--- src/rtl/sid_pkg.sv ---
// Shared audio types for the SID audio output path.
// Holds the stereo sample and gain types, the soft-mute state enum and the
// unity gain constant used by audio_soft_mute.
package sid;

    localparam int SID_BITS      = 24;
    localparam int SID_GAIN_BITS = 16;

    // Stereo sample, packed {left, right}, signed two's complement.
    typedef struct packed {
        logic signed [SID_BITS-1:0] left;
        logic signed [SID_BITS-1:0] right;
    } audio_t;

    // Unsigned gain, 0 .. 2^SID_GAIN_BITS inclusive.
    typedef logic [SID_GAIN_BITS:0] gain_t;

    localparam gain_t GAIN_UNITY = {1'b1, {SID_GAIN_BITS{1'b0}}};

    typedef enum logic [1:0] {
        MUTED     = 2'd0,
        RAMP_UP   = 2'd1,
        UNITY     = 2'd2,
        RAMP_DOWN = 2'd3
    } mute_state_t;

endpackage

--- src/rtl/audio_soft_mute_mul.sv ---
// audio_gain_mul: one audio channel times an unsigned fractional gain.
// Stage 1 registers the full signed product, stage 2 registers the product
// shifted back down by GAIN_BITS (arithmetic shift, i.e. floor) and truncated
// to the sample width. Shaped so the multiply maps onto a DSP/MAC block.
module audio_gain_mul #(
    parameter int BITS      = 24,
    parameter int GAIN_BITS = 16
) (
    input  logic                   clk,
    input  logic                   rst,
    input  logic                   in_en,
    input  logic                   out_en,
    input  logic signed [BITS-1:0] sample,
    input  logic [GAIN_BITS:0]     gain,
    output logic signed [BITS-1:0] result
);

    localparam int PW = BITS + GAIN_BITS + 2;

    logic signed [PW-1:0] sample_ext;
    logic signed [PW-1:0] gain_ext;
    logic signed [PW-1:0] prod_q;

    // Gain is unsigned: a zero MSB keeps it positive in the signed multiply.
    assign sample_ext = PW'(sample);
    assign gain_ext   = PW'($signed({1'b0, gain}));

    // Stage 1: capture the product when a frame is accepted.
    // NOTE: the product register has no reset on purpose; the valid pipeline in
    // the parent is reset, so a stale product can never reach the output.
    always_ff @(posedge clk) begin
        if (in_en) begin
            prod_q <= sample_ext * gain_ext;
        end
    end

    // Stage 2: rescale and publish the sample.
    // NOTE: sequential state is always assigned with <= so every register
    // samples its inputs from before the clock edge.
    always_ff @(posedge clk) begin
        if (rst) begin
            result <= '0;
        end else if (out_en) begin
            result <= BITS'(prod_q >>> GAIN_BITS);
        end
    end

endmodule

--- src/rtl/audio_soft_mute.sv ---
// audio_soft_mute: click-free gain ramp between the SID audio output and the
// I2S serializer. Ramps up from silence after reset, ramps down to silence on
// mute_req, updating the gain once per frame strobe.
// Optional build macro AUDIO_SOFT_MUTE_ZC_EN: defers leaving MUTED/UNITY until
// a left-channel zero crossing, forced after 256 frames of waiting.
module audio_soft_mute
    import sid::*;
#(
    parameter int BITS      = SID_BITS,
    parameter int GAIN_BITS = SID_GAIN_BITS,
    parameter int STEP      = 64
) (
    input  logic                clk,
    input  logic                rst,
    input  logic                sample_stb,
    input  logic [2*BITS-1:0]   audio_i,
    input  logic                mute_req,
    output logic [2*BITS-1:0]   audio_o,
    output logic                out_stb,
    output logic                muted,
    output logic                unity
);

    localparam logic [GAIN_BITS:0]   UNITY_GAIN = {1'b1, {GAIN_BITS{1'b0}}};
    localparam logic [GAIN_BITS+1:0] STEP_EXT   = (GAIN_BITS+2)'(STEP);

    mute_state_t            state_q, state_d;
    logic [GAIN_BITS:0]     gain_q, gain_d;
    logic [GAIN_BITS+1:0]   up_sum;
    logic [GAIN_BITS:0]     up_gain;
    logic [GAIN_BITS:0]     down_gain;
    logic                   release_ok;
    logic                   stage1_vld_q;
    logic signed [BITS-1:0] left_o;
    logic signed [BITS-1:0] right_o;

    // Saturating ramp steps: clamp at unity and at zero, never wrap.
    assign up_sum    = {1'b0, gain_q} + STEP_EXT;
    assign up_gain   = (up_sum >= {1'b0, UNITY_GAIN}) ? UNITY_GAIN : up_sum[GAIN_BITS:0];
    assign down_gain = ({1'b0, gain_q} <= STEP_EXT) ? '0 : gain_q - STEP_EXT[GAIN_BITS:0];

`ifdef AUDIO_SOFT_MUTE_ZC_EN
    logic       prev_sign_q;
    logic [7:0] wait_q;
    logic       zero_cross;
    logic       gate_pending;

    assign zero_cross   = (audio_i[2*BITS-1:BITS] == '0) || (audio_i[2*BITS-1] != prev_sign_q);
    assign release_ok   = zero_cross || (wait_q == 8'hFF);
    assign gate_pending = ((state_q == MUTED) && !mute_req) || ((state_q == UNITY) && mute_req);

    // Track the left sign per frame and count frames spent waiting for a crossing.
    always_ff @(posedge clk) begin
        if (rst) begin
            prev_sign_q <= 1'b0;
            wait_q      <= '0;
        end else if (sample_stb) begin
            prev_sign_q <= audio_i[2*BITS-1];
            if (gate_pending) begin
                wait_q <= release_ok ? 8'd0 : wait_q + 8'd1;
            end
        end
    end
`else
    assign release_ok = 1'b1;
`endif

    // Ramp state and gain register; the frame in flight already captured the old gain.
    always_ff @(posedge clk) begin
        if (rst) begin
            state_q <= MUTED;
            gain_q  <= '0;
        end else begin
            state_q <= state_d;
            gain_q  <= gain_d;
        end
    end

    // Next-state and next-gain, evaluated only on a frame strobe.
    // NOTE: every output of this block gets a default first, so no path can
    // leave a value unassigned and infer a latch.
    always_comb begin
        state_d = state_q;
        gain_d  = gain_q;
        if (sample_stb) begin
            unique case (state_q)
                MUTED: begin
                    if (!mute_req && release_ok) begin
                        state_d = RAMP_UP;
                    end
                end
                RAMP_UP: begin
                    if (mute_req) begin
                        state_d = RAMP_DOWN;
                    end else begin
                        gain_d = up_gain;
                        if (up_gain == UNITY_GAIN) begin
                            state_d = UNITY;
                        end
                    end
                end
                UNITY: begin
                    if (mute_req && release_ok) begin
                        state_d = RAMP_DOWN;
                    end
                end
                RAMP_DOWN: begin
                    if (!mute_req) begin
                        state_d = RAMP_UP;
                    end else begin
                        gain_d = down_gain;
                        if (down_gain == '0) begin
                            state_d = MUTED;
                        end
                    end
                end
                default: begin
                    state_d = MUTED;
                    gain_d  = '0;
                end
            endcase
        end
    end

    // Frame valid pipeline, aligned with the two multiplier stages.
    always_ff @(posedge clk) begin
        if (rst) begin
            stage1_vld_q <= 1'b0;
            out_stb      <= 1'b0;
        end else begin
            stage1_vld_q <= sample_stb;
            out_stb      <= stage1_vld_q;
        end
    end

    audio_gain_mul #(
        .BITS      (BITS),
        .GAIN_BITS (GAIN_BITS)
    ) u_mul_left (
        .clk    (clk),
        .rst    (rst),
        .in_en  (sample_stb),
        .out_en (stage1_vld_q),
        .sample (audio_i[2*BITS-1:BITS]),
        .gain   (gain_q),
        .result (left_o)
    );

    audio_gain_mul #(
        .BITS      (BITS),
        .GAIN_BITS (GAIN_BITS)
    ) u_mul_right (
        .clk    (clk),
        .rst    (rst),
        .in_en  (sample_stb),
        .out_en (stage1_vld_q),
        .sample (audio_i[BITS-1:0]),
        .gain   (gain_q),
        .result (right_o)
    );

    assign audio_o = {left_o, right_o};
    assign muted   = (state_q == MUTED);
    assign unity   = (state_q == UNITY);

endmodule

--- config.mk ---
export PLATFORM = sky130hd
export DESIGN_NAME = audio_soft_mute
export DESIGN_NICKNAME = d
export VERILOG_FILES = /design/src/rtl/sid_pkg.sv /design/src/rtl/audio_soft_mute_mul.sv /design/src/rtl/audio_soft_mute.sv
export SDC_FILE = /design/constraint.sdc
export NUM_CORES = 2
export LEC_CHECK = 0
export BUFFER_PORTS_ARGS = -buffer_cell sky130_fd_sc_hd__buf_2
export CAP_MARGIN = 20
export CORE_MARGIN = 3
export CORE_UTILIZATION = 55
export CTS_CLUSTER_SIZE = 14
export DETAILED_ROUTE_END_ITERATION = 16
export PLACE_DENSITY = 0.72
export SETUP_SLACK_MARGIN = 0.4
export SLEW_MARGIN = 20
export SYNTH_ARGS = -nofsm -noshare
export SYNTH_HDL_FRONTEND = slang
export SYNTH_SLANG_ARGS = --single-unit
--- constraint.sdc ---
create_clock -name clk -period 7.8 [get_ports clk]
set_input_delay 1.56 -clock clk [delete_from_list [all_inputs] [get_ports clk]]
set_output_delay 1.56 -clock clk [all_outputs]
set_load 0.02 [all_outputs]
# Word level (Yosys, flattened, before mapping)
# Index checks and enable logic that the tools add are counted.
# W data, S select, Z words.
word_totals:
  reg_bits: 149
  word_cells: 41
  output_inout_bits: 51
op_classes:
  n_mul: 2
  n_addsub: 2
  eq_ne: 10
  reduce_logical: 5
  muxes: 12
  order_cmp: 2
ops:
  columns: ["operator", "n"]
  rows:
  - ["$mul A24 B18 Y40", 2]
  - ["$mux W17", 4]
  - ["$pmux W17 S2", 1]
  - ["$add A17 B7 Y18 const B", 1]
  - ["$ge A18 B17 Y1 const B", 1]
  - ["$eq A17 B17 Y1 const B", 1]
  - ["$le A17 B7 Y1 const B", 1]
  - ["$logic_not A17 Y1", 1]
  - ["$sub A17 B7 Y17 const B", 1]
  - ["$mux W2", 6]
  - ["$ne A2 B2 Y1 const B", 4]
  - ["$pmux W2 S4", 1]
  - ["$ne A3 B3 Y1 const B", 2]
  - ["$reduce_and A5 Y1", 1]
  - ["$eq A2 B2 Y1 const B", 2]
  - ["$reduce_and A4 Y1", 1]
  - ["$eq A2 B1 Y1 const B", 1]
  - ["$logic_not A2 Y1", 1]
  - ["$reduce_bool A2 Y1", 1]

# Depth between registers and ports, before layout
logic_depth:
  word_depth: 7
  ltp_mapped: 25
  ltp_nobuf: 23

# Cells and area by module
# From an unflattened synthesis, not the netlist that was laid out.
hier_totals:
  hier_cells: 3511
  area_unflattened_um2: 32507.4
by_module_without_submodules:
  columns: ["module", "instances", "seq_area_each_um2", "area_per_inst_um2", "cells_per_inst"]
  rows:
  - ["audio_gain_mul at u_mul_right", 1, 1201.2, 15526.1, 1668]
  - ["audio_gain_mul at u_mul_left", 1, 1201.2, 15433.6, 1647]
  - ["audio_soft_mute", 1, 420.4, 1547.7, 196]

# Worst setup path after synthesis
# No wires, ideal clock.
synth_timing:
  kind: "input -> register"
  startpoint: "input port audio_i[7]"
  endpoint: "register u_mul_right.prod_q[38] (data pin)"
  setup_ns: 0.258
  t_required_ns: 7.542
  arrival_ns: 7.007
  path_stages: 22
  path_slack_ns: 0.535
  cell_sequence: "clkbuf_1 > nand2_1 > fa_1 > inv_1 > fa_1 > inv_1 > fa_1 > inv_1 > fa_1 > fa_1 > inv_1 > fa_1 > inv_1 > ha_1 > a21o_1 > a21oi_1 > nor2_1 > or3_1 > a221o_1 > a311o_1 > a21oi_2 > xnor2_1"
synth_between:
  elab_chain_cells: 1
synth_rtl:
  columns: ["item", "line", "rtl"]
  rows:
  - ["from (decl)", "audio_soft_mute.sv:16", "input logic [2*BITS-1:0] audio_i,"]
  - ["$mul A24 B18 Y40", "audio_soft_mute_mul.sv:33", "prod_q <= sample_ext * gain_ext;"]
  - ["to (signal assigned)", "audio_soft_mute_mul.sv:33", null]
  - ["to (decl)", "audio_soft_mute_mul.sv:22", "logic signed [PW-1:0] prod_q;"]
# Every way passes these cells.
# A chain may end at the register's enable or synchronous reset.

# Final worst setup path
layout_timing:
  startpoint: "input port audio_i[35]"
  endpoint: "register u_mul_left.prod_q[38] (data pin)"
layout_between:
  elab_chain_cells: 1
layout_rtl:
  columns: ["item", "line"]
  rows:
  - ["$mul A24 B18 Y40", "audio_soft_mute_mul.sv:33"]
  - ["to (signal assigned)", "audio_soft_mute_mul.sv:33"]
  - ["to (decl)", "audio_soft_mute_mul.sv:22"]
# Every way passes these cells.

==> flow_metrics.py <==
metrics = {
    "routing": {
        "drtPass1Iterations": 5,
        "wire_per_inst_um": 17.5,
        "drt_iter0_markers": 1308,
        "dr_total_vias": 22717,
        "via_per_inst": 5.21,
        "drtAntennaViolNets": 0,
        "drc_errors": 0,
        "postRouteWirelength_um": 76300,
    },
    "pwr": {
        "power.ir.vdd_worst_mv": 0.164,
        "powerDensity_nw_per_um2": 53.9,
        "switching_share": 0.319,
        "total_switching_power_mw": 0.594,
        "p_clk_frac": 0.423,
        "combinationalPowerShare": 0.204,
        "cellInternalPower_mw": 1.27,
        "pwr-share-seq": 0.373,
        "leakagePower_nw": 18.3,
    },
    "die": {
        "coreArea_um2": 57800,
        "row_count": 88,
        "die_w_um": 248,
        "num_io_pins": 103,
        "floorplan.initialDensity": 0.557,
        "floorplan.die.height_um": 248,
        "die_area_um2": 61500,
    },
    "worst_setup_path": {
        "beginning_of_the_critical_path": "audio_i[35]",
        "critical_path_cell_by_cell": "buf_2, buf_4, nand2_1, fa_1, inv_1, fa_1, fa_1, fa_1, fa_1, inv_1, fa_1, inv_1, ha_1, o21a_1, a21oi_2, o2111ai_1, buf_4, a2111o_1, o211ai_1, nand3b_1, a21oi_1, xnor2_1",
        "critical_path_cell_count": 22,
        "critical_path_buf_inv_count": 6,
        "crit_path_end_kind": "flip-flop",
        "critPathLaunchType": "input port",
        "cpPeakStageDelay_ps": 600,
        "rr_startpoint": "gain_q[10]",
        "critical-path-top-cell-by-count": "fa_1",
        "critical_path.top_delay_family": "adder cells",
        "timing.critical_path.to": "u_mul_left.prod_q[38]",
        "ff2ff_path_depth": 20,
        "criticalPathCategory": "in -> reg",
        "regToRegSetupSlack_ps": 830,
        "regToRegEndpoint": "u_mul_right.prod_q[39]",
        "crit_path_max_fanout": 11,
        "critical_path_data_arrival_time_ps": 7440,
        "required_ps": 8020,
        "cp_slowest_cell": "fa_1",
    },
    "synthesis": {
        "post-synth-top-count-cell": "inv_1",
        "synth_sequential_area_ratio": 0.0876,
        "synth_cell_type_count": 64,
        "synth_seq_cells": 117,
        "synth.yosys.warnings": 0,
        "synth.top_cells.by_count": "919 x inv_1, 774 x fa_1, 456 x nand2_1, 385 x and2_1, 195 x ha_1",
        "synth_top_area_cell": "fa_1",
        "synth-async-reset-ratio": 0,
        "postSynthAreaPerCell_um2": 9.20,
        "largest_cells_by_area_after_synthesis": "fa_1 48%, inv_1 11%, ha_1 7.6%",
        "synth_top_area_frac": 0.481,
        "mappedNetlistNets": 4522,
        "synth-edff-count": 48,
        "yosys_most_used_dff": "dfxtp_1",
        "syn-instance-count": 3501,
        "syn_area_um2": 32200,
    },
    "grt": {
        "grt-ovfl-total": 0,
        "antenna_found_initial": 5,
        "grt_start_max_net_pins": 66,
        "grt_pass1_wl_um": 128000,
        "track_usage": 0.269,
        "grt_pass1_vias": 24655,
    },
    "sta": {
        "finalCritPeriodShare": 0.925,
        "finalHoldViolations": 0,
        "rsz_0062_raised_after_global_routing": "false",
        "setup_total_negative_slack_ps": 0,
        "fin_crit_ps": 7210,
        "max_slew_margin": 0.279,
        "setup_violating_endpoint_count_in_the_final_report": 0,
        "worstMarginPinSlew_ps": 1080,
        "max_clock_freq_ghz": 0.139,
        "worst_clock_skew_ps": 22.6,
        "slew_violations": 0,
    },
    "final_layout": {
        "layout-drive-gt1-share": 0.0763,
        "area_delta_synth_final_pct": 7.40,
        "final_nets": 4598,
        "total_non_filler_cell_area_in_the_finished_layout_um2": 34600,
    },
    "clock_tree": {
        "cts_num_sinks": 117,
        "tritoncts": "yes",
        "cts-htree-levels": 4,
        "tritoncts_buffers": 17,
        "clock_latency_ps": 490,
        "root_buffer": "clkbuf_16",
        "clk_path_buf_depth": 2,
        "clkTransAtPathRegs_ps": 70,
    },
    "job": {
        "maxCapViolCount": 0,
    },
    "placement": {
        "globalplace.congestion": 0.892,
        "dp_hpwl_um": 61400,
        "dpl-instance-area_um2": 34000,
        "portBuffers": 102,
    },
    "hold_path": {
        "hp-class": "reg -> reg",
    },
    "run_status": {
        "outcome": "finished, final reports clean",
    },
}
==> worst min-delay path, cell delays in order (launching register included) <==
cell and delay [ps]:
edfxtp_1 310, mux2i_1 60, nor2_1 70
==> registers in the layout (all words and copies together), names as in the netlist <==
name,count
u_mul_left.result,24
out_stb,1
gain_q,17
u_mul_left.prod_q,24
u_mul_right.prod_q,24
state_q,2
stage1_vld_q,1
u_mul_right.result,24
==> power by group through the flow <==
stage | combinational [mW] | sequential, mW | clock [mW]
2_1_floorplan | 0.217 | 0.703 | 0
3_3_place_gp | 0.373 | 0.707 | 0
3_5_place_dp | 0.378 | 0.707 | 0
4_1_cts | 0.381 | 0.695 | 0.809
5_1_grt | 0.423 | 0.698 | 0.820
6_report | 0.381 | 0.694 | 0.789
==> cell type report <==
class                           instances  area, um2
Inverter                              919       3450
Clock buffer                           20        437
Sequential cell                       117       2840
Tap cell                              765        957
Timing Repair Buffer                  218       1430
Fill cell                            5039      23200
Multi-Input combinational cell       2304      25300
Clock inverter                         11        113
Antenna cell                            5       12.5
==> routing by layer <==
metal  routed length, um  vias to the layer above  GRT usage  part of all wire
li1                    -                    10294          -                 -
met1               31500                    11615      0.351              0.41
met2               38100                      632      0.460              0.50
met3                3900                      172     0.0387             0.051
met4                2860                        4      0.100             0.038
met5                  34                        -          0           0.00045
==> cell families after synthesis <==
logic type | after synthesis | synth area share
buffers and inverters | 1080 | 0.126
adder cells (fa/ha/maj) | 969 | 0.557
AND/OR/NAND/NOR | 1041 | 0.158
flip-flops | 117 | 0.0876
XOR/XNOR | 72 | 0.0196
multiplexers | 52 | 0.0162
AO/OA/AOI/OAI | 170 | 0.0357
==> layout by cell type, fill, tap and decap left out, types with 17 or more instances in the layout <==
cell type  netlist  final
fa_1           774    774
buf_4            0    112
nor3_1          23     22
inv_1          919    919
xor2_1          21     21
a21o_1          17     17
and2_1         385    385
nor2_1         104    104
ha_1           195    195
dfxtp_1         69     54
nand2_1        456    456
xnor2_1         51     51
buf_2            2     98
o21ai_0         28     28
edfxtp_1        48     48
clkbuf_16        0     17
a21oi_1         45     43
nand3_1         18     18
mux2i_1         52     52
==> through the flow <==
step / util / setup slack, ps / hold slack [ps] / power (mW) / std cells
final: 0.598 / 585 / 465 / 1.86 / 4359
after CTS: 0.598 / 559 / 471 / 1.88 / 4353
after floorplan: - / 535 / 457 / 0.919 / 3501
after detailed placement: 0.588 / 59.2 / 472 / 1.09 / 4322
after global routing: 0.598 / 391 / 498 / 1.94 / 4355
after global placement: 0.588 / 119 / 464 / 1.08 / 4322
==> worst min-delay path by stage <==
stage | start | to | slack (ps) | depth (start not counted)
floorplan | u_mul_right.prod_q[26] | u_mul_right.result[10] | 460 | 2
global route | u_mul_left.prod_q[18] | u_mul_left.result[2] | 500 | 2
global placement | u_mul_left.prod_q[16] | u_mul_left.result[0] | 460 | 2
CTS | u_mul_left.prod_q[18] | u_mul_left.result[2] | 470 | 2
detailed placement | u_mul_left.prod_q[26] | u_mul_left.result[10] | 470 | 2
finish | u_mul_left.prod_q[18] | u_mul_left.result[2] | 460 | 2
==> timing repair <==
item,CTS,global route
endpoints found under the setup margin,0,9
hold buffers,0,0
setup buffers,0,1
gates resized for setup,0,10
No activity file was read; power rests on OpenSTA's default activity.
